File: src/rtl/imem_loader.sv
// imem_loader: byte-stream program loader for the core's instruction memory.
// Accepts a 16-bit little-endian word count followed by that many little-endian
// 32-bit words, one byte per valid/ready handshake. Each word is written to
// consecutive word addresses starting at 0. The core is held in reset until
// the last word has been written.
// Ports:
//   clk, reset        - clock; asynchronous active-high reset
//   byte_valid/_data  - incoming byte stream
//   byte_ready        - loader can take a byte (decoded from state)
//   mem_we/addr/wdata - one-cycle instruction-memory write per word
//   core_reset        - held high until the load completes
//   done, error       - sticky completion / capacity-overflow flags
module imem_loader #(
    parameter int unsigned ADDR_WIDTH = 8
) (
    input  logic                  clk,
    input  logic                  reset,
    input  logic                  byte_valid,
    input  logic [7:0]            byte_data,
    output logic                  byte_ready,
    output logic                  mem_we,
    output logic [ADDR_WIDTH-1:0] mem_addr,
    output logic [31:0]           mem_wdata,
    output logic                  core_reset,
    output logic                  done,
    output logic                  error
);

    localparam int unsigned WIDX_W   = ADDR_WIDTH + 1;
    localparam int unsigned CAPACITY = 1 << ADDR_WIDTH;

    typedef enum logic [2:0] {
        S_CNT0,
        S_CNT1,
        S_DATA,
        S_WRITE,
        S_DONE,
        S_ERR
    } state_t;

    state_t                state_q, state_d;
    logic [15:0]           count_q, count_d;
    logic [1:0]            bidx_q, bidx_d;
    logic [31:0]           word_q, word_d;
    logic [WIDX_W-1:0]     widx_q, widx_d;
    logic                  mem_we_q, mem_we_d;
    logic [ADDR_WIDTH-1:0] mem_addr_q, mem_addr_d;
    logic [31:0]           mem_wdata_q, mem_wdata_d;
    logic                  core_reset_q, core_reset_d;
    logic                  done_q, done_d;
    logic                  error_q, error_d;

    logic                  accept;
    logic [15:0]           full_count;

    // Only byte_ready is combinational; it follows the state register.
    assign byte_ready = (state_q == S_CNT0) || (state_q == S_CNT1) || (state_q == S_DATA);
    assign accept     = byte_valid && byte_ready;

    // State and datapath registers.
    always_ff @(posedge clk or posedge reset) begin
        if (reset) begin
            state_q      <= S_CNT0;
            count_q      <= '0;
            bidx_q       <= '0;
            word_q       <= '0;
            widx_q       <= '0;
            mem_we_q     <= 1'b0;
            mem_addr_q   <= '0;
            mem_wdata_q  <= '0;
            core_reset_q <= 1'b1;
            done_q       <= 1'b0;
            error_q      <= 1'b0;
        end else begin
            state_q      <= state_d;
            count_q      <= count_d;
            bidx_q       <= bidx_d;
            word_q       <= word_d;
            widx_q       <= widx_d;
            mem_we_q     <= mem_we_d;
            mem_addr_q   <= mem_addr_d;
            mem_wdata_q  <= mem_wdata_d;
            core_reset_q <= core_reset_d;
            done_q       <= done_d;
            error_q      <= error_d;
        end
    end

    // Next-state, datapath and registered-output decode.
    always_comb begin
        state_d     = state_q;
        count_d     = count_q;
        bidx_d      = bidx_q;
        word_d      = word_q;
        widx_d      = widx_q;
        mem_addr_d  = mem_addr_q;
        mem_wdata_d = mem_wdata_q;
        full_count  = {byte_data, count_q[7:0]};

        case (state_q)
            S_CNT0: begin
                if (accept) begin
                    count_d[7:0] = byte_data;
                    state_d      = S_CNT1;
                end
            end
            S_CNT1: begin
                if (accept) begin
                    count_d = full_count;
                    if (full_count == 16'd0) begin
                        state_d = S_DONE;
                    end else if (32'(full_count) > CAPACITY) begin
                        state_d = S_ERR;
                    end else begin
                        state_d = S_DATA;
                    end
                end
            end
            S_DATA: begin
                if (accept) begin
                    word_d[{bidx_q, 3'b000} +: 8] = byte_data;
                    bidx_d = bidx_q + 2'd1;
                    if (bidx_q == 2'd3) begin
                        // Latch the write payload so mem_we/addr/wdata line up in WRITE.
                        state_d     = S_WRITE;
                        mem_addr_d  = widx_q[ADDR_WIDTH-1:0];
                        mem_wdata_d = {byte_data, word_q[23:0]};
                    end
                end
            end
            S_WRITE: begin
                widx_d = widx_q + WIDX_W'(1);
                if ((32'(widx_q) + 32'd1) == 32'(count_q)) begin
                    state_d = S_DONE;
                end else begin
                    state_d = S_DATA;
                end
            end
            S_DONE: begin
                state_d = S_DONE;
            end
            S_ERR: begin
                state_d = S_ERR;
            end
            default: begin
                state_d = S_CNT0;
            end
        endcase

        // Registered outputs reflect the state being entered.
        mem_we_d     = (state_d == S_WRITE);
        done_d       = (state_d == S_DONE);
        error_d      = (state_d == S_ERR);
        core_reset_d = (state_d != S_DONE);
    end

    assign mem_we     = mem_we_q;
    assign mem_addr   = mem_addr_q;
    assign mem_wdata  = mem_wdata_q;
    assign core_reset = core_reset_q;
    assign done       = done_q;
    assign error      = error_q;

endmodule

File: config.mk
export PLATFORM = sky130hd
export DESIGN_NAME = imem_loader
export DESIGN_NICKNAME = d
export VERILOG_FILES = /design/src/rtl/imem_loader.sv
export SDC_FILE = /design/constraint.sdc
export NUM_CORES = 1
export LEC_CHECK = 0
export ABC_CLOCK_PERIOD_IN_PS = 3100
export CORE_MARGIN = 5
export CORE_UTILIZATION = 57
export DETAILED_ROUTE_END_ITERATION = 8
export DONT_BUFFER_PORTS = 1
export PLACE_DENSITY = 0.75
export SLEW_MARGIN = 5
export SYNTH_ARGS = -nofsm -noshare
export SYNTH_HDL_FRONTEND = slang
export SYNTH_SLANG_ARGS = --single-unit
File: constraint.sdc
create_clock -name clk -period 3.1 [get_ports clk]
set_clock_uncertainty 0.15 [all_clocks]
set_input_delay 0.62 -clock clk [delete_from_list [all_inputs] [get_ports clk]]
set_output_delay 0.62 -clock clk [all_outputs]
set_load 0.05 [all_outputs]
==> flow_metrics.tcl <==
set metrics [dict create \
    outcome "completed" \
    critPathMaxStageDelay_ns 0.52 \
    cts_max_level 3 \
    grt_max_degree 48 \
    area_growth_pct 8.61 \
    dieArea_um2 9300 \
    gp_congestion 0.834 \
    use_met1_pct 26.7 \
    rsz0062_at_grt "no" \
    drc 0 \
    powerDensity_nw_per_um2 509 \
    netlist_area_um2 4260 \
    dr.pass1.iters 4 \
    synthDistinctLibCells 41 \
    r2r_cells 6 \
    rows 31 \
    grt_antenna_before_repair 0 \
    initial_utilization_pct 58.7 \
    vias 2604 \
    tns_ns 0 \
    fin_area_um2 4630 \
    clk_latency_ns 0.37 \
    worstPathArrival_ns 2.82 \
    synthCells 359 \
    p_leak_nw 2.17 \
    avgSynthCellArea_um2 11.9 \
    hp-start "byte_data[1]" \
    holdWs_ns 0.226 \
    syn-num-nets 376 \
    path_depth 6 \
    yosysTopAreaCell "dfrtp_1" \
    cts_max_path_buffers 2 \
    worstMarginPinSlew_ns 0.901 \
    placed_area_um2 4370 \
    ios 56 \
    peakVddDrop_v 0.000275 \
    core-area_um2 7250 \
    cts_tree "yes" \
    die_h_um 96.5 \
    grtUsageMet2_pct 30.4 \
    n_fill_cell 578 \
    total_power_mw 2.35 \
    diodes 0 \
    worstSetupStartpointType "flip-flop" \
    cp_slowest_cell "dfrtp_1" \
    cp_data_required_time_ns 3.21 \
    synth_edf_count 0 \
    min_path_cells 2 \
    cp_cell_sequence "ha_1, nand3_4, xnor2_1, or4_1, a2111o_1, a32o_2" \
    utilization_pct 63.8 \
    detail-route-antenna-nets 0 \
    synthArstFlopShare_pct 100 \
    yosys_warnings 0 \
    criticalPathCategory "reg2reg" \
    final-max-slew-violation-count 0 \
    crit_fanout 8 \
    reg2reg_slack_ns 0.39 \
    io_buffers 0 \
    hp-class "in2reg" \
    hpwl_um 5730 \
    grt-ovfl-total 0 \
    root_buffer "clkbuf_8" \
    wl_per_cell_um 17.9 \
    met3_usage_pct 7.36 \
    nets 378 \
    cp-startpoint "widx_q[0]" \
    grt_pass1_vias 2659 \
    gr-max-usage-layer "met2" \
    cp-end-kind "flip-flop" \
    drive_above_1_share_pct 22.7 \
    max-cap-violations 0 \
    synth_top_area_share_pct 57.0 \
    clock-sinks 98 \
    finalCritPeriodShare_pct 87.6 \
    grt_usage_pct 19.8 \
    cts_resized 0 \
    drt_iter0_markers 176 \
    critPathBufInv 0 \
    final_common_cell "dfrtp_1" \
    yosysSeqAreaShare_pct 57.6 \
    max_freq_mhz 368 \
    layout_common_cells "97 x dfrtp_1, 60 x nand2_1, 55 x mux2_2" \
    r2r_start "widx_q[0]" \
    grt_pass1_wl_um 13900 \
    wl_um 8350 \
    fin_crit_ns 2.71 \
    synth_flop_cell "dfrtp_1" \
    setup-violations-final 0 \
    die_w_um 96.5 \
    crit_family "compound AO/OA/AOI/OAI gates" \
    slew_headroom_pct 39.8 \
    synth-seq-cells 98 \
    hold_violations 0 \
    viasPerCell 5.60 \
    numCtsBuffers 9 \
    synth_area_leaders "dfrtp_1 57%, mux2_2 15%, nand2_1 5.4%" \
    clkTransAtPathRegs_ns 0.09 \
]
-- state kept, by name, indices dropped and copies added, names as in the netlist, 2 cells and up --
| register | cells |
|---|---|
| bidx_q | 2 |
| state_q | 3 |
| widx_q | 9 |
| word_q | 24 |
| mem_wdata | 32 |
| mem_addr | 8 |
| count_q | 16 |
-- worst paths after layout --
check                           endpoint
max reg2reg                   state_q[1]
max                           state_q[1]
max in group asynchronous    count_q[15]
min                           word_q[17]
min in group asynchronous  mem_wdata[15]
min reg2reg                   word_q[18]
-- where the power goes --
group	switching, mW	leakage [nW]	internal (mW)
clock	0.438	0.121	0.561
combinational	0.0348	0.719	0.0191
sequential	0.0163	1.33	1.29
total	0.489	2.17	1.87
-- kinds of logic (layout without fill, tap and decap cells) --
kind of cell	after synthesis	in the layout	share of synthesized area [%]
buf+inv	24	31	2.76
xor+xnor	20	20	4.29
mux	56	56	14.8
compound gates	47	47	6.78
fa+ha+maj	6	6	1.76
flops	98	98	57.6
simple gates	108	108	12.0
-- per-stage QoR --
step,worst slack [ns],instances
floorplan,0.696,359
global route,0.327,465
detailed placement,0.444,448
finish,0.385,465
CTS,0.418,465
global placement,0.522,448
-- synth_stat cells, types with 5 or more instances --
library cell  number
dfrtp_1           97
nand2_1           61
clkbuf_1           6
inv_1              8
buf_4              5
nand3_1            7
xor2_1            10
o21ai_0           30
ha_1               6
xnor2_1            9
mux2_2            55
nor3_1             8
nor2_1             7
-- area by class of cell --
class | instances | area [um^2] | share of cell area (%)
sequential | 98 | 2450 | 53.0
multi-input combinational | 237 | 1690 | 36.6
clock buffer | 12 | 145 | 3.14
tap | 99 | 124 | 2.68
clock inverter | 4 | 98.8 | 2.14
timing repair buffer | 7 | 80.1 | 1.73
inverter | 8 | 33.8 | 0.730
-- routing by layer --
layer	part of all wire [%]	routed length [um]
met5	0	0
met4	0.99	83
met3	6.7	558
met2	47	3910
met1	45	3790
-- repair_timing --
item / in CTS / in global routing
hold buffers: 1 / 0
endpoints found under the hold margin: 9 / 0
setup buffers: 0 / 0
Note: power is estimated with default switching activity, not from simulation.
